--- src/rtl/uart_byte_sorter_pkg.sv ---
// ----------------------------------------------------------------------------
// uart_byte_sorter_pkg
//   Shared definitions for the UART byte sorter: byte width, the legal range
//   of the frame size, and the controller state encoding
//   (COLLECT=0, SORT=1, TX_LOAD=2, TX_WAIT=3).
//   Imported by uart_byte_sorter and sort_cmp_swap.
// ----------------------------------------------------------------------------
package uart_byte_sorter_pkg;

  localparam int BYTE_W        = 8;
  localparam int NUM_BYTES_MIN = 2;
  localparam int NUM_BYTES_MAX = 64;

  typedef enum logic [1:0] {
    ST_COLLECT = 2'd0,
    ST_SORT    = 2'd1,
    ST_TX_LOAD = 2'd2,
    ST_TX_WAIT = 2'd3
  } sort_state_e;

endpackage

--- src/rtl/sort_cmp_swap.sv ---
// ----------------------------------------------------------------------------
// sort_cmp_swap
//   Combinational compare-and-swap cell for the bubble sort. The sort order
//   lives here and nowhere else.
//   Build option: SORT_DESCENDING_EN -- when defined, the larger byte is
//   placed first (descending order); otherwise the smaller byte is placed
//   first (ascending order). Equal bytes are never swapped.
//
//   Ports:
//     a, b       in   byte at position j and byte at position j+1
//     lo         out  byte to place at position j
//     hi         out  byte to place at position j+1
//     swap_flag  out  1 when a and b are out of order and get exchanged
// ----------------------------------------------------------------------------
module sort_cmp_swap
  import uart_byte_sorter_pkg::*;
(
  input  logic [BYTE_W-1:0] a,
  input  logic [BYTE_W-1:0] b,
  output logic [BYTE_W-1:0] lo,
  output logic [BYTE_W-1:0] hi,
  output logic              swap_flag
);

`ifdef SORT_DESCENDING_EN
  assign swap_flag = (a < b);
`else
  assign swap_flag = (a > b);
`endif

  assign lo = swap_flag ? b : a;
  assign hi = swap_flag ? a : b;

endmodule

--- src/rtl/uart_byte_sorter.sv ---
// ----------------------------------------------------------------------------
// uart_byte_sorter
//   Sits between uart_rx and uart_tx. Collects NUM_BYTES received bytes,
//   bubble-sorts them in place (one compare per clock, early exit on a pass
//   without swaps), then sends the sorted bytes to the transmitter one at a
//   time, waiting for each stop bit before loading the next byte.
//   Build option: SORT_DESCENDING_EN (see sort_cmp_swap) flips the order.
//
//   Handshakes:
//     Rx side: i_Rx_DV is a one-cycle valid pulse with no back-pressure; a
//       byte presented while not in COLLECT is dropped and o_Overrun sticks.
//     Tx side: o_Tx_DV is a one-cycle request with o_Tx_Byte valid in the
//       same cycle; o_Tx_Byte then holds until i_Tx_Done, a one-cycle pulse
//       that is only honoured in TX_WAIT.
//
//   Ports:
//     i_Clock      in   system clock, rising edge
//     i_Rst_n      in   asynchronous active-low reset
//     i_Rx_DV      in   received byte valid pulse
//     i_Rx_Byte    in   received byte
//     i_Tx_Done    in   transmitter finished the stop bit
//     o_Tx_DV      out  transmit request pulse
//     o_Tx_Byte    out  byte to transmit
//     o_Busy       out  high in SORT, TX_LOAD and TX_WAIT
//     o_Overrun    out  sticky: an Rx byte was dropped
//     o_Frame_Cnt  out  completed frames, wraps 255->0
//     o_Dbg_State  out  current controller state (sort_state_e encoding)
// ----------------------------------------------------------------------------
module uart_byte_sorter
  import uart_byte_sorter_pkg::*;
#(
  parameter  int NUM_BYTES = 8,
  localparam int IDX_W     = $clog2(NUM_BYTES)
) (
  input  logic              i_Clock,
  input  logic              i_Rst_n,
  input  logic              i_Rx_DV,
  input  logic [BYTE_W-1:0] i_Rx_Byte,
  input  logic              i_Tx_Done,
  output logic              o_Tx_DV,
  output logic [BYTE_W-1:0] o_Tx_Byte,
  output logic              o_Busy,
  output logic              o_Overrun,
  output logic [7:0]        o_Frame_Cnt,
  output logic [1:0]        o_Dbg_State
);

  localparam logic [IDX_W-1:0] LAST_IDX  = IDX_W'(NUM_BYTES - 1);
  localparam logic [IDX_W-1:0] LAST_PASS = IDX_W'(NUM_BYTES - 2);
  localparam logic [IDX_W-1:0] IDX_ONE   = IDX_W'(1);

  sort_state_e       state_q,     state_d;
  logic [IDX_W-1:0]  wr_idx_q,    wr_idx_d;
  logic [IDX_W-1:0]  pass_q,      pass_d;
  logic [IDX_W-1:0]  j_q,         j_d;
  logic [IDX_W-1:0]  tx_idx_q,    tx_idx_d;
  logic              swapped_q,   swapped_d;
  logic              overrun_q,   overrun_d;
  logic [7:0]        frame_cnt_q, frame_cnt_d;
  logic [BYTE_W-1:0] tx_byte_q,   tx_byte_d;
  logic [BYTE_W-1:0] mem_q [NUM_BYTES];
  logic [BYTE_W-1:0] mem_d [NUM_BYTES];

  logic [IDX_W-1:0]  j_nxt;
  logic [IDX_W-1:0]  j_last;
  logic [BYTE_W-1:0] cmp_lo;
  logic [BYTE_W-1:0] cmp_hi;
  logic              cmp_swap;

  // j never exceeds NUM_BYTES-2, so j+1 always addresses a real entry.
  assign j_nxt  = j_q + IDX_ONE;
  // Each pass bubbles one more element into its final place, so the last
  // compare position shrinks by one per pass.
  assign j_last = LAST_PASS - pass_q;

  sort_cmp_swap u_cmp (
    .a         (mem_q[j_q]),
    .b         (mem_q[j_nxt]),
    .lo        (cmp_lo),
    .hi        (cmp_hi),
    .swap_flag (cmp_swap)
  );

  always_comb begin
    state_d     = state_q;
    wr_idx_d    = wr_idx_q;
    pass_d      = pass_q;
    j_d         = j_q;
    tx_idx_d    = tx_idx_q;
    swapped_d   = swapped_q;
    overrun_d   = overrun_q;
    frame_cnt_d = frame_cnt_q;
    tx_byte_d   = tx_byte_q;
    mem_d       = mem_q;

    // No back-pressure toward uart_rx: anything arriving outside COLLECT is
    // lost, including in the cycle the final i_Tx_Done is accepted.
    if (i_Rx_DV && (state_q != ST_COLLECT)) begin
      overrun_d = 1'b1;
    end

    case (state_q)
      ST_COLLECT: begin
        if (i_Rx_DV) begin
          mem_d[wr_idx_q] = i_Rx_Byte;
          if (wr_idx_q == LAST_IDX) begin
            state_d   = ST_SORT;
            pass_d    = '0;
            j_d       = '0;
            swapped_d = 1'b0;
          end else begin
            wr_idx_d = wr_idx_q + IDX_ONE;
          end
        end
      end

      ST_SORT: begin
        if (cmp_swap) begin
          mem_d[j_q]   = cmp_lo;
          mem_d[j_nxt] = cmp_hi;
          swapped_d    = 1'b1;
        end
        if (j_q < j_last) begin
          j_d = j_nxt;
        end else if (!(swapped_q || cmp_swap) || (pass_q == LAST_PASS)) begin
          // A clean pass means the frame is ordered; the last pass only
          // compares positions 0 and 1, so nothing can remain after it.
          state_d  = ST_TX_LOAD;
          tx_idx_d = '0;
        end else begin
          pass_d    = pass_q + IDX_ONE;
          j_d       = '0;
          swapped_d = 1'b0;
        end
      end

      ST_TX_LOAD: begin
        tx_byte_d = mem_q[tx_idx_q];
        state_d   = ST_TX_WAIT;
      end

      ST_TX_WAIT: begin
        if (i_Tx_Done) begin
          if (tx_idx_q == LAST_IDX) begin
            tx_idx_d    = '0;
            wr_idx_d    = '0;
            frame_cnt_d = frame_cnt_q + 8'd1;
            state_d     = ST_COLLECT;
          end else begin
            tx_idx_d = tx_idx_q + IDX_ONE;
            state_d  = ST_TX_LOAD;
          end
        end
      end

      default: begin
        state_d = ST_COLLECT;
      end
    endcase
  end

  always_ff @(posedge i_Clock or negedge i_Rst_n) begin
    if (!i_Rst_n) begin
      state_q     <= ST_COLLECT;
      wr_idx_q    <= '0;
      pass_q      <= '0;
      j_q         <= '0;
      tx_idx_q    <= '0;
      swapped_q   <= 1'b0;
      overrun_q   <= 1'b0;
      frame_cnt_q <= '0;
      tx_byte_q   <= '0;
      for (int k = 0; k < NUM_BYTES; k++) begin
        mem_q[k] <= '0;
      end
    end else begin
      state_q     <= state_d;
      wr_idx_q    <= wr_idx_d;
      pass_q      <= pass_d;
      j_q         <= j_d;
      tx_idx_q    <= tx_idx_d;
      swapped_q   <= swapped_d;
      overrun_q   <= overrun_d;
      frame_cnt_q <= frame_cnt_d;
      tx_byte_q   <= tx_byte_d;
      mem_q       <= mem_d;
    end
  end

  // The byte is presented straight from the array during TX_LOAD so it is
  // valid together with o_Tx_DV; the register then holds it through TX_WAIT
  // and beyond, until the next load.
  assign o_Tx_DV     = (state_q == ST_TX_LOAD);
  assign o_Tx_Byte   = (state_q == ST_TX_LOAD) ? mem_q[tx_idx_q] : tx_byte_q;
  assign o_Busy      = (state_q != ST_COLLECT);
  assign o_Overrun   = overrun_q;
  assign o_Frame_Cnt = frame_cnt_q;
  assign o_Dbg_State = state_q;

endmodule

--- config.mk ---
export PLATFORM = sky130hd
export DESIGN_NAME = uart_byte_sorter
export DESIGN_NICKNAME = d
export VERILOG_FILES = /design/src/rtl/uart_byte_sorter_pkg.sv /design/src/rtl/sort_cmp_swap.sv /design/src/rtl/uart_byte_sorter.sv
export SDC_FILE = /design/constraint.sdc
export NUM_CORES = 1
export LEC_CHECK = 0
export BUFFER_PORTS_ARGS = -buffer_cell sky130_fd_sc_hd__clkbuf_2
export CAP_MARGIN = 20
export CORE_MARGIN = 5
export CORE_UTILIZATION = 53
export CTS_BUF_LIST = sky130_fd_sc_hd__clkbuf_16
export DETAILED_ROUTE_END_ITERATION = 8
export GPL_ROUTABILITY_DRIVEN = 1
export GPL_TIMING_DRIVEN = 1
export PLACE_DENSITY = 0.7
export SYNTH_ARGS = -nofsm -noshare
export SYNTH_HDL_FRONTEND = slang
export SYNTH_SLANG_ARGS = --single-unit
--- constraint.sdc ---
create_clock -name i_Clock -period 4.9 [get_ports i_Clock]
set_input_delay 1.225 -clock i_Clock [delete_from_list [all_inputs] [get_ports i_Clock]]
set_output_delay 1.225 -clock i_Clock [all_outputs]
set_load 0.005 [all_outputs]
---- After elaboration in Yosys (flattened, before gate mapping) ----
Cells that the tools add are included.
word-level totals
  bits in registers ....................... 96
  output and inout port bits .............. 21
  word-level logic and storage cells ...... 127
  input port bits ......................... 12
operators by class
  bitwise operators ....................... 4
  reduce and logical (&&, ||, !) cells .... 20
  equal/unequal tests ..................... 16
  $lt $le $gt $ge ......................... 9
  add/sub/neg operators ................... 6
  mux-type cells .......................... 55
operator list
  cell                                                         count
  bitwise mux 64 bit                                           3
  two-way mux 64 bit                                           2
  case mux 64 bit (2 select lines)                             1
  two-way mux 8 bit                                            12
  binary-select mux 8 bit (select 3 bit)                       3
  demux 8 bit (select 3 bit)                                   3
  two-way mux 3 bit                                            14
  case mux 3 bit (2 select lines)                              4
  != test 2 bit (second input constant)                        9
  greater-or-equal comparator 4 bit (second input constant)    4
  inverter 3 -> 4 bit                                          4
  AND reduction 5 bit                                          3
  adder 3 x 1 -> 3 bit (second input constant)                 4
  less-than comparator 4 x 1 -> 1 bit (second input constant)  3
  two-way mux 2 bit                                            6
  equality test 3 bit (second input constant)                  3
  AND reduction 3 bit                                          3
  adder 8 x 1 -> 8 bit (second input constant)                 1
  greater-than comparator 8 bit                                1
  case mux 2 bit (4 select lines)                              1
  AND reduction 4 bit                                          2
  nonzero test 2 bit                                           4
  two-way mux 1 bit                                            5
  equality test 2 bit (second input constant)                  2
  other kinds (9)                                              13

---- Logic depth before layout (Yosys ltp) ----
Gate-level depths: netlist of the first run.
  depth after elaboration ................. 12
  depth in mapped cells ................... 19
  depth with buffers taken out ............ 13

---- Cells and area by module ----
From an unflattened synthesis of the first run, not the netlist that was laid out.
second synthesis, totals
  cells, all modules ...................... 776
  area total of the unflattened synthesis .. 7709.9 um^2
by module, submodules not included
  module            cells an instance  sequential area each (um^2)  area each (um^2)  instances
  uart_byte_sorter  689                2402.3                       6979.2            1
  sort_cmp_swap     87                 0.0                          730.7             1

---- Least setup slack after synthesis of the first run ----
No wires, ideal clock.
  kind .................................... flip-flop to flip-flop
  from .................................... reg j_q[1]
  to ...................................... reg mem_q[0] in the netlist's numbering
  setup slack ............................. 0.847 ns
  arrival ................................. 3.958 ns
  library setup time ...................... 0.096 ns
  period minus slack after synthesis ...... 4.053 ns
  cell stages (with the launch flop) ...... 18
  path buffers ............................ 4
  cell sequence ........................... dfrtp_1 ha_1 buf_2 buf_4 buf_4 mux4_2 nand2_1 nand2_1 inv_1 ha_1 a211oi_2 nor2_1 nand4bb_2 nand2_2 buf_4 mux2i_1 a221oi_1 o31ai_1
on the way
  cells in the longest elaborated chain, start to end .. 11
  elaborated cells between the ends (all ways) .. 28
RTL lines
  item                                                  line                                             RTL
  start: declaration                                    uart_byte_sorter.sv:55                           logic [IDX_W-1:0] j_q, j_d;
  start signal: assignment                              uart_byte_sorter.sv:180                          j_q <= j_d;
  adder 3 x 1 -> 3 bit                                  uart_byte_sorter.sv:71                           assign j_nxt = j_q + IDX_ONE;
  inverter 3 -> 4 bit (not written as such)             uart_byte_sorter.sv:78, uart_byte_sorter.sv:120
  binary-select mux 8 bit (select 3 bit)                uart_byte_sorter.sv:78                           .b (mem_q[j_nxt]),
  two-way mux 8 bit (not written as such) (2 in a row)  uart_byte_sorter.sv:78
  greater-than comparator 8 bit                         sort_cmp_swap.sv:28                              assign swap_flag = (a > b);
  two-way mux 8 bit                                     sort_cmp_swap.sv:31                              assign lo = swap_flag ? b : a;
  bitwise mux 64 bit                                    uart_byte_sorter.sv:119                          mem_d[j_q] = cmp_lo;
  bitwise mux 64 bit                                    uart_byte_sorter.sv:120                          mem_d[j_nxt] = cmp_hi;
  two-way mux 64 bit                                    uart_byte_sorter.sv:118                          if (cmp_swap) begin
  case mux 64 bit (2 select lines)                      uart_byte_sorter.sv:102                          case (state_q)
  end signal: assignment                                uart_byte_sorter.sv:186                          mem_q <= mem_d;
  end: declaration                                      uart_byte_sorter.sv:61                           logic [BYTE_W-1:0] mem_q [NUM_BYTES];
Parallel ways exist; a longest one is shown, timed or not. The select of a mux whose other input is x is not followed.
A chain may end at the register's enable or synchronous reset.

---- Worst setup path in the final report of the first run ----
  from .................................... reg j_q[2]
  to ...................................... reg mem_q[52] in the netlist's numbering
The elaborated chain is that of the path after synthesis.

==> flow_results.org, run 1 <==
** Outcome
- Outcome :: finished clean

** Timing
- Ratio of final minimum period to clock period :: 0.949
- Static timing analysis puts the maximum clock frequency at 215 MHz.
- For the pin with the worst max-slew slack, the measured transition is 1.02 ns.
- Measured against its own limit, the worst slew margin works out to 0.318.
- Setup TNS :: 0 ns
- Final Hold Vio Count :: 0
- RSZ-0062 raised after global routing :: no
- The clock arrives with 0.00787 ns of skew.
- Count of final setup violators :: 0
- Number of slew-limit violations in the final report :: 0
- Shortest period the worst path allows :: 4.65 ns

** Critical path
- Setup slack, reg-to-reg :: 0.25 ns
- Path type of the worst setup path :: flip-flop to flip-flop
- For this design, the slowest cell found on the critical path is sky130_fd_sc_hd__dfrtp_1.
- The critical path ends at mem_q[52].
- Launch point of the worst path :: j_q[2]
- For the worst flop-to-flop path, the logic depth is 11.
- Worst R2R Start :: j_q[2]
- Critical-path maximum fanout :: 16
- Terminus of the critical flop-to-flop path :: mem_q[52]
- The worst setup path is captured at a flip-flop.
- Data required, critical path :: 5.11 ns
- Traced cell by cell, the critical path runs through inv_1 -> and3_1 -> a221o_1 -> ha_1 -> a211oi_2 -> nor2_1 -> nand4bb_2 -> nand2_2 -> mux2_2 -> a221oi_1 -> o31ai_1.
- The worst setup path is launched from a flip-flop.
- Delay of the slowest critical-path stage :: 0.83 ns
- Critical path arrival :: 4.86 ns

** Routing
- Using the TritonRoute via totals, the vias-per-cell ratio works out to 7.09.
- Via count :: 6356
- The first detailed-routing pass took 6 iterations.
- After detailed routing, the average wire length per cell comes to 25.3 um.
- For this run, design rule violations remaining after detail routing come to 0.
- Once detail routing completed, the nets flagged for antenna violations numbered 0.
- For this block, the routed nets add up to 22.6 mm of wire.
- For this block, the initial DRC count from the detailed router was 993.

** Layout
- 0 antenna diodes ended up in the layout.
- The library cell used most frequently in the layout, excluding fill and tap cells, is sky130_fd_sc_hd__nand2_1.
- From synthesis to final layout, the design area changed by 10.8%.
- At the end of the flow, the number of nets in the layout was 746.
- # fillers :: 1107
- Fraction of final layout cells sized beyond drive strength 1 :: 0.246
- Commonest cells after routing, fill and taps aside :: 131 x sky130_fd_sc_hd__nand2_1, 95 x sky130_fd_sc_hd__dfrtp_1, 64 x sky130_fd_sc_hd__o31ai_1

** Clock network
- Largest buffer count on any clock path :: 2
- At the later pin of the worst-skew pair, clock insertion delay measures 0.36 ns.
- Clock edge transition at the registers on the reported setup and hold paths :: 0.07 ns
- Master cell of the clock root buffer :: sky130_fd_sc_hd__clkbuf_16
- The clock net in this run drives a total of 96 sinks.
- TritonCTS clock tree :: built
- In this run, post-CTS repair resized a total of 0 instances.
- Once the clock tree was built, the setup fixing pass inserted 0 buffers.
- The number of clock buffers added by TritonCTS is 9.
- Number of hold buffers added after cts :: 0
- The H-tree was split into 3 levels.

** Logic synthesis
- Net Count, Synth :: 713
- Flip-flop and latch count after synthesis :: 96
- Dominant register cell in the synthesized netlist :: sky130_fd_sc_hd__dfrtp_1
- In this run the mean area of a mapped cell was 10.3 sq um.
- The Yosys step of the flow raised 0 warnings.
- The synthesized design contains 0 enable-type register cells.
- Async set or reset register ratio after synthesis :: 1.00
- For this run, the register share of the synthesized area comes to 0.343.
- After technology mapping, the gate count stands at 682.
- The synthesized netlist contains 59 unique library cells.
- Summing every instance area after synthesis gives 7010 sq um.

** Floorplanning
- X dimension of the die :: 125 um
- Placeable core region :: 13100 sq um
- The initial utilization of the core area, before any placement, comes to 0.536.
- The initialized floorplan defines 42 standard-cell rows.
- Vertical extent of the die :: 125 um
- The die covers 15600 sq um.
- I/O Pins :: 33

** Placement
- Final weighted congestion of routability-driven global placement :: 0.977
- After legalization and detailed placement, the total HPWL measured 15.3 mm.
- Port Buffer Count :: 32

** Min path
- The min-delay analysis places its worst path in the category flip-flop to flip-flop.

** Global route
- The first global-routing pass estimated 35.5 mm of wire.
- The via count of the first global-routing pass was 6044.
- Pin count of the biggest net entering global routing :: 71
- Total congestion overflow after global routing :: 0
- The number of antenna violations at the first check in global routing came to 0.
- Total routing usage reported by global routing :: 0.290

** Run
- Max-cap violations in this run came to 0.
area by class of cell:
type	instances	area (sq um)	share of cell area
Clock inverter	7	76.3	0.00983
Sequential cell	96	2400	0.310
Multi-Input combinational cell	521	4280	0.551
Tap cell	176	220	0.0284
Inverter	17	63.8	0.00822
Clock buffer	9	225	0.0290
Timing Repair Buffer	70	493	0.0635
state kept, by name, summed over array words and instances, names as in the netlist:
signal	count
j_q	3
mem_q	64
o_Dbg_State	2
o_Frame_Cnt	8
o_Overrun	1
pass_q	3
swapped_q	1
tx_byte_q	8
tx_idx_q	3
wr_idx_q	3
cells in the mapped netlist (all sizes together), types with 15 or more instances:
library cell,instances,area share
clkbuf,20,0.011
nor2,28,0.015
inv,17,0.0091
o21ai,24,0.018
buf,28,0.027
ha,19,0.034
mux2i,32,0.054
dfrtp,96,0.34
nand2,133,0.072
mux2,15,0.026
mux4,39,0.13
a221oi,62,0.082
o31ai,64,0.069
worst min path at each step:
stage / cells after the start / from / end / slack [ns]
floorplan: 1 / o_Overrun / o_Overrun / 0.45
global placement: 1 / o_Overrun / o_Overrun / 0.44
detailed placement: 1 / o_Overrun / o_Overrun / 0.45
CTS: 1 / o_Overrun / o_Overrun / 0.47
global route: 1 / o_Overrun / o_Overrun / 0.48
finish: 1 / o_Overrun / o_Overrun / 0.47
logic make-up after synthesis:
family                     share of synthesized area
AOI/OAI and AO/OA                              0.226
xor gates and xnor gates                      0.0136
adders and majority gates                     0.0339
buffers and inverters                         0.0471
DFF                                            0.343
muxes                                          0.205
and+or+nand+nor                                0.131
stage by stage:
stage	setup slack [ns]	area (sq um)	std cells	hold WS, ns	utilization
finish	0.248	7760	896	0.467	0.593
global route	0.112	7760	896	0.479	0.593
CTS	0.407	7730	895	0.468	0.591
detailed placement	0.430	7430	879	0.451	0.568
global placement	0.509	7430	879	0.437	0.568
floorplan	0.847	7010	682	0.451	-
metal layers:
metal / wire length (um) / part of all wire / up-vias / GRT usage
met1: 9670 / 0.43 / 3169 / 0.430
met2: 10200 / 0.45 / 402 / 0.432
li1: - / - / 2734 / -
met4: 633 / 0.028 / 0 / 0.0976
met3: 2080 / 0.092 / 51 / 0.0529
met5: 0 / 0 / - / 0
worst max-delay path: cells and delay by family, from the launching register on:
| kind | cells | cell delay [ns] |
|---|---|---|
| AO/OA/AOI/OAI | 4 | 1.25 |
| AND/OR/NAND/NOR | 4 | 1.19 |
| buffers and inverters | 1 | 0.39 |
| flip-flops | 1 | 0.83 |
| adder cells (fa/ha/maj) | 1 | 0.37 |
| multiplexers | 1 | 0.45 |
Power of run 1 is not shown: default switching activity piles up to over one toggle a cycle in this logic, so the estimate is an artifact.
==> inputs of run 2 (changes only) <==
--- a/config.mk
+++ b/config.mk
@@ -14,6 +14,7 @@
 export GPL_ROUTABILITY_DRIVEN = 1
 export GPL_TIMING_DRIVEN = 1
 export PLACE_DENSITY = 0.7
+export RECOVER_POWER = 50
 export SYNTH_ARGS = -nofsm -noshare
 export SYNTH_HDL_FRONTEND = slang
 export SYNTH_SLANG_ARGS = --single-unit
==> constraint.sdc (replaced) <==
create_clock -name i_Clock -period 5.5 [get_ports i_Clock]
set_input_delay 1.375 -clock i_Clock [delete_from_list [all_inputs] [get_ports i_Clock]]
set_output_delay 1.375 -clock i_Clock [all_outputs]
set_load 0.005 [all_outputs]
==> run 2 against run 1 <==
  * The flow now finishes with violations (max-capacitance violations, max-slew violations)
  * Die area unchanged
  * Worst setup slack improved by 0.60 ns
  * Largest cell class unchanged
  * First-iteration DRC count increased by 2.8%
  * Core utilization decreased by 0.86 points
  * Clock skew about the same
==> flow_results.org, run 2 (synthesis results as in run 1) <==
** Global route
- Pin count of the biggest net entering global routing :: 66
- Antenna violations before repair :: 0
- For this run the aggregate overflow at the end of global routing stands at 0.
- The first global-routing pass estimated 35.1 mm of wire.
- Via count of the first global-routing pass :: 6152
- Across every metal layer, demand over resource in global routing totals 0.288.

** Critical path
- Number of buffers and inverters on the critical path :: 1
- The startpoint identified for the worst register-to-register timing path is j_q[0].
- In this run the worst path has a maximum fanout of 60.
- Path type of the worst setup path :: flip-flop to flip-flop
- Critical path capture point type :: flip-flop
- Measured in cells, the most critical reg-to-reg path has a length of 12.
- Critical path depth in cells :: 12
- In this design, the largest share of critical-path delay is due to multiplexers.
- Setup slack, reg-to-reg :: 0.85 ns
- The largest individual stage delay along the critical path comes from the cell sky130_fd_sc_hd__mux2i_2.
- Critical path arrival :: 4.91 ns
- STA puts the critical path data required time at 5.75 ns.
- Counting stages on the worst path, the most repeated cell is sky130_fd_sc_hd__nand2_1.
- STA classifies the critical path startpoint as a flip-flop.
- The critical path goes through buf_4 -> mux4_2 -> nand2_1 -> nand2_1 -> ha_1 -> and4_1 -> nand4_1 -> o31a_4 -> and2_4 -> mux2i_2 -> a221oi_1 -> o31ai_1.
- Terminus of the critical flop-to-flop path :: mem_q[59]
- Delay of the slowest critical-path stage :: 0.76 ns

** Timing
- For the pin with the worst max-slew slack, the measured transition is 3.22 ns.
- For the final routed database, the setup TNS stands at 0 ns.
- In this run the tightest slew margin relative to its limit is -1.14.
- Shortest period the worst path allows :: 4.65 ns
- Count of final setup violators :: 0
- Final hold analysis gives a worst-case slack of 0.459 ns.
- Number of slew-limit violations in the final report :: 59
- On the final layout, the worst clock skew is 0.00827 ns.
- Highest Clock Rate :: 215 MHz
- Setup repair after global routing left no endpoint under its margin.
- Final Hold Vio Count :: 0
- Ratio of final minimum period to clock period :: 0.846

** Clock network
- The clock drives 96 sinks.
- Skew-Pair Late Insertion Delay :: 0.36 ns
- TritonCTS created 9 clock buffers.
- Number of hold buffers added after cts :: 0
- TritonCTS clock tree :: built
- Post-cts resize count :: 0
- Post-CTS timing repair inserted 0 buffers for setup.
- Master cell of the clock root buffer :: sky130_fd_sc_hd__clkbuf_16
- Clock edge transition at the registers on the reported setup and hold paths :: 0.07 ns
- The clock passes through at most 2 buffers.
- CTS H-tree depth :: 3

** Routing
- Average wire per standard cell :: 25.2 um
- Vias per Instance :: 7.10
- First-pass detailed-route iteration total :: 7
- The routed design has 22.4 mm of wire.
- The detailed router finished its first iteration with 1021 violations.
- Remaining design rule violation count :: 0
- Via count :: 6301
- The count of nets left with antenna violations once routing finished came out at 0.

** Min path
- Type of the tightest min-delay check :: flip-flop to flip-flop
- Cell depth of the worst min-delay path :: 1
- For hold timing, the worst endpoint is o_Overrun.
- In this run the most critical hold path is launched from o_Overrun.

** Outcome
- Outcome :: complete, but fails checks
- The final reports fail on max-capacitance violations, max-slew violations.

** Layout
- Fraction of final layout cells sized beyond drive strength 1 :: 0.226
- Once layout is done, the placed cells without fillers occupy 7650 sq um.
- In the final design database the tool counted 737 nets.
- The register with the most flip-flops in the layout has 64 of them.
- For this run, the share of the core covered by cells in the final layout is 0.585.
- The area growth from synthesis to layout is 9.16%.
- Commonest cells after routing, fill and taps aside :: 131 x sky130_fd_sc_hd__nand2_1, 95 x sky130_fd_sc_hd__dfrtp_1, 64 x sky130_fd_sc_hd__o31ai_1
- Leaving out fill and tap cells, the most frequent cell in the layout is sky130_fd_sc_hd__nand2_1.
- Register containing the most flip-flops in the final layout :: mem_q
- The number of antenna diodes in the final layout is 0.

** Floorplanning
- Placeable core region :: 13100 sq um
- Die area :: 15600 sq um
- I/O Pins :: 33
- X dimension of the die :: 125 um
- Vertical extent of the die :: 125 um
- The initialized floorplan defines 42 standard-cell rows.
- For this configuration, the core starts out at a cell density of 0.536.

** Placement
- The count of buffers added on input and output ports is 32.
- Final weighted congestion of routability-driven global placement :: 0.915
- Half-perimeter wire length of the detailed placement result :: 14.8 mm
- Area of placed instances :: 7350 sq um

** Run
- Across the run, the number of max-cap violations was 1.
## run 2: final cells by class
cell class	instances	area, sq um
fill	1118	5440
multi-input combinational	521	4280
sequential	96	2400
timing repair buffer	61	369
clock buffer	9	225
tap	176	220
clock inverter	7	87.6
inverter	17	63.8
## run 2: routing by layer
layer  track usage  wire length, um  part of all wire
met2         0.425            10100              0.45
met4         0.135              979             0.044
met1         0.403             8800              0.39
met5             0                0                 0
met3        0.0682             2510              0.11
## run 2: worst reg2reg max path: cells and delay by family, from the launching register on
family / cells / cell delay (ns)
fa+ha+maj: 1 / 0.39
mux: 2 / 1.42
buf+inv: 1 / 0.63
flops: 1 / 0.36
simple gates: 5 / 1.08
compound gates: 3 / 0.68
## run 2: worst max path at each step
stage | start | endpoint | slack (ns)
6_report | j_q[0] | mem_q[59] | 0.85
5_1_grt | i_Rst_n | j_q[0] | 0.55
4_1_cts | j_q[0] | mem_q[62] | 0.97
3_5_place_dp | j_q[0] | mem_q[62] | 1.01
3_3_place_gp | j_q[0] | mem_q[63] | 1.12
2_1_floorplan | j_q[1] | mem_q[0] | 1.45
## run 2: through the flow
step	worst slack, ns	cells
finish	0.847	887
detailed placement	1.01	871
floorplan	1.45	682
CTS	0.967	887
global placement	1.12	871
global route	0.552	887
Power of run 2 is left out for the same reason.
==> inputs of run 3 (changes only) <==
==> constraint.sdc (replaced) <==
create_clock -name i_Clock -period 4.4 [get_ports i_Clock]
set_input_delay 1.1 -clock i_Clock [delete_from_list [all_inputs] [get_ports i_Clock]]
set_output_delay 1.1 -clock i_Clock [all_outputs]
set_load 0.005 [all_outputs]
==> run 3 against run 2 <==
  * The run still ends with max-capacitance violations, max-slew violations left
  * Core utilization grew 1.8 points
  * Cell count grew 2.7%
  * Clock-buffer cell count is the same
  * Die area is the same
  * Cell area grew 3.1%
  * Critical path type unchanged
  * Largest cell class unchanged
  * Highest routed layer unchanged
==> flow_results.org, run 3 (synthesis results as in run 1) <==
** Clock network
- Master cell of the clock root buffer :: sky130_fd_sc_hd__clkbuf_16
- TritonCTS clock tree :: built
- After clock tree synthesis, the clock-pin slew on the worst setup and hold paths is 0.06 ns.
- In this run the deepest clock path goes through 2 buffers.
- Skew-Pair Late Insertion Delay :: 0.36 ns
- Clock tree synthesis inserted a total of 9 buffers.
- CTS sink cnt :: 96
- The H-tree generated during clock tree synthesis spans 3 levels.
- Setup fix buffers added after clock tree synthesis :: 0

** Critical path
- Critical-path maximum fanout :: 12
- For this run, the slowest stage of the critical path takes 0.53 ns.
- For this design, the slowest cell found on the critical path is sky130_fd_sc_hd__mux4_2.
- The critical path runs through a total of 14 cells.
- Type of element launching the critical path :: flip-flop
- Critical path arrival :: 4.41 ns
- The worst setup path is captured at a flip-flop.
- FF-to-FF path depth :: 14
- Together, buffers and inverters on the worst path number 2.
- Most frequent CP cell :: sky130_fd_sc_hd__ha_1
- Path type of the worst setup path :: flip-flop to flip-flop
- Critical path, cell by cell :: ha_1 -> xor2_4 -> mux4_2 -> mux2_2 -> inv_1 -> ha_1 -> and4_1 -> nand4_1 -> o31a_4 -> and2_4 -> mux2i_2 -> buf_4 -> a221oi_1 -> o31ai_1
- The cell family contributing the most delay on the critical path is multiplexers.
- Data on the critical path is required at its endpoint by 4.65 ns.

** Layout
- Final core utilization :: 0.603
- The register with the most flip-flops in the layout has 64 of them.
- # fillers :: 1092
- Commonest cells after routing, fill and taps aside :: 131 x sky130_fd_sc_hd__nand2_1, 95 x sky130_fd_sc_hd__dfrtp_1, 64 x sky130_fd_sc_hd__o31ai_1
- Final layout net count :: 760
- Layout Area Growth over Synthesis :: 12.5%
- The multi-input combinational cells in the finished layout cover a total of 4300 sq um.
- In the final layout, the share of cells above drive strength 1 is 0.256.
- Area used by sequential logic in the layout :: 2400 sq um
- Leaving out fill and tap cells, the most frequent cell in the layout is sky130_fd_sc_hd__nand2_1.
- The register with the most flip-flops in the final layout is mem_q.

** Timing
- Count of final setup violators :: 0
- Final Hold Vio Count :: 0
- Pin slew with the least headroom to its limit :: 1.74 ns
- After layout, the minimum clock period comes to 4.16 ns.
- Measured against its own limit, the worst slew margin works out to -0.157.
- Setup repair after global routing left no endpoint under its margin.
- Ratio of final minimum period to clock period :: 0.944
- Highest Clock Rate :: 241 MHz
- The count of final max-slew check failures was 57.
- Worst clock skew :: 0.00737 ns
- After routing, the total negative slack on setup checks comes to 0 ns.

** Global route
- For this run, global-route usage on met1 was measured as 0.400.
- The first global-routing pass estimated 34.7 mm of wire.
- Summed over all layers, the global routing overflow is 0.
- Entering global routing, the biggest net connects 63 pins.
- Total routing usage reported by global routing :: 0.285
- Met2 track demand over resource :: 0.411
- Via count of the first global-routing pass :: 5966
- In the global route stage, met3 resource usage came out at 0.0840.
- Busiest metal layer after global routing :: met2
- Antenna violations before repair :: 0

** Floorplanning
- Pin placement for this block handled 33 I/O pins.
- The die is 125 um wide.
- In this run the vertical extent of the chip is 125 um.
- The initial utilization of the core area, before any placement, comes to 0.536.
- Die area :: 15600 sq um
- The floorplan has 42 rows.
- The floorplan step defined a core boundary enclosing 13100 sq um.

** Routing
- The routed design has 22.3 mm of wire.
- Post-detailed-route count of antenna-violating nets :: 0
- Vias per Instance :: 6.95
- For this run, the detailed router's first-pass iteration total came to 6.
- The final route contains 6329 vias.
- DRT iter0 DRCs :: 858
- Average wire per standard cell :: 24.5 um
- Remaining design rule violation count :: 0

** Min path
- The tightest min-delay check is of the flip-flop to flip-flop type.
- Cell depth of the worst min-delay path :: 1

** Outcome
- The flow ran to the end, but the final reports show violations.
- Violated checks :: max-capacitance violations, max-slew violations

** Placement
- The HPWL after detailed placement is 15.2 mm.
- Final weighted congestion of routability-driven global placement :: 0.968
- Port Buffer Count :: 32

** Run
- Maximum capacitance violations :: 2
-- run 3: cell type report --
type                    count  share of cell area
inverters                  17             0.00809
multi-input cells         521               0.545
clock inverters             7              0.0109
repair buffers             84              0.0744
clock buffers               9              0.0286
diodes                      1            0.000317
well taps                 176              0.0279
flip-flops and latches     96               0.305
-- run 3: path summary, 6_finish.rpt --
path | startpoint | to | slack (ns)
min | o_Overrun | o_Overrun | 0.46
min in group asynchronous | i_Rst_n | pass_q[2] | 1.10
min reg2reg | o_Overrun | o_Overrun | 0.46
max reg2reg | j_q[0] | mem_q[19] | 0.24
max | j_q[0] | mem_q[19] | 0.24
max in group asynchronous | i_Rst_n | mem_q[12] | 1.01
-- run 3: through the flow --
step	area, sq um	std cells	worst slack, ns	hold WS, ns
6_report	7890	911	0.244	0.458
5_1_grt	7880	910	0.0138	0.479
4_1_cts	7860	909	0.173	0.459
3_5_place_dp	7550	893	0.193	0.444
3_3_place_gp	7550	893	0.256	0.436
2_1_floorplan	7010	682	0.347	0.451
-- run 3: worst register-to-register path, stage by stage (launching register included) --
cell	delay, ns
sky130_fd_sc_hd__dfrtp_2	0.43
sky130_fd_sc_hd__ha_1	0.31
sky130_fd_sc_hd__xor2_4	0.27
sky130_fd_sc_hd__mux4_2	0.53
sky130_fd_sc_hd__mux2_2	0.37
sky130_fd_sc_hd__inv_1	0.09
sky130_fd_sc_hd__ha_1	0.23
sky130_fd_sc_hd__and4_1	0.22
sky130_fd_sc_hd__nand4_1	0.12
sky130_fd_sc_hd__o31a_4	0.18
sky130_fd_sc_hd__and2_4	0.34
sky130_fd_sc_hd__mux2i_2	0.40
sky130_fd_sc_hd__buf_4	0.20
sky130_fd_sc_hd__a221oi_1	0.10
sky130_fd_sc_hd__o31ai_1	0.28
-- run 3: repair_timing --
item | 4_1_cts | 5_1_grt
endpoints found under the setup margin | 0 | 4
hold buffers | 0 | 0
gates resized for setup | 0 | 2
-- run 3: metal layers --
metal,vias up,share of wire
li1,2768,-
met5,-,0
met3,70,0.11
met1,3115,0.41
met2,376,0.45
met4,0,0.035
Power of run 3 is left out for the same reason.
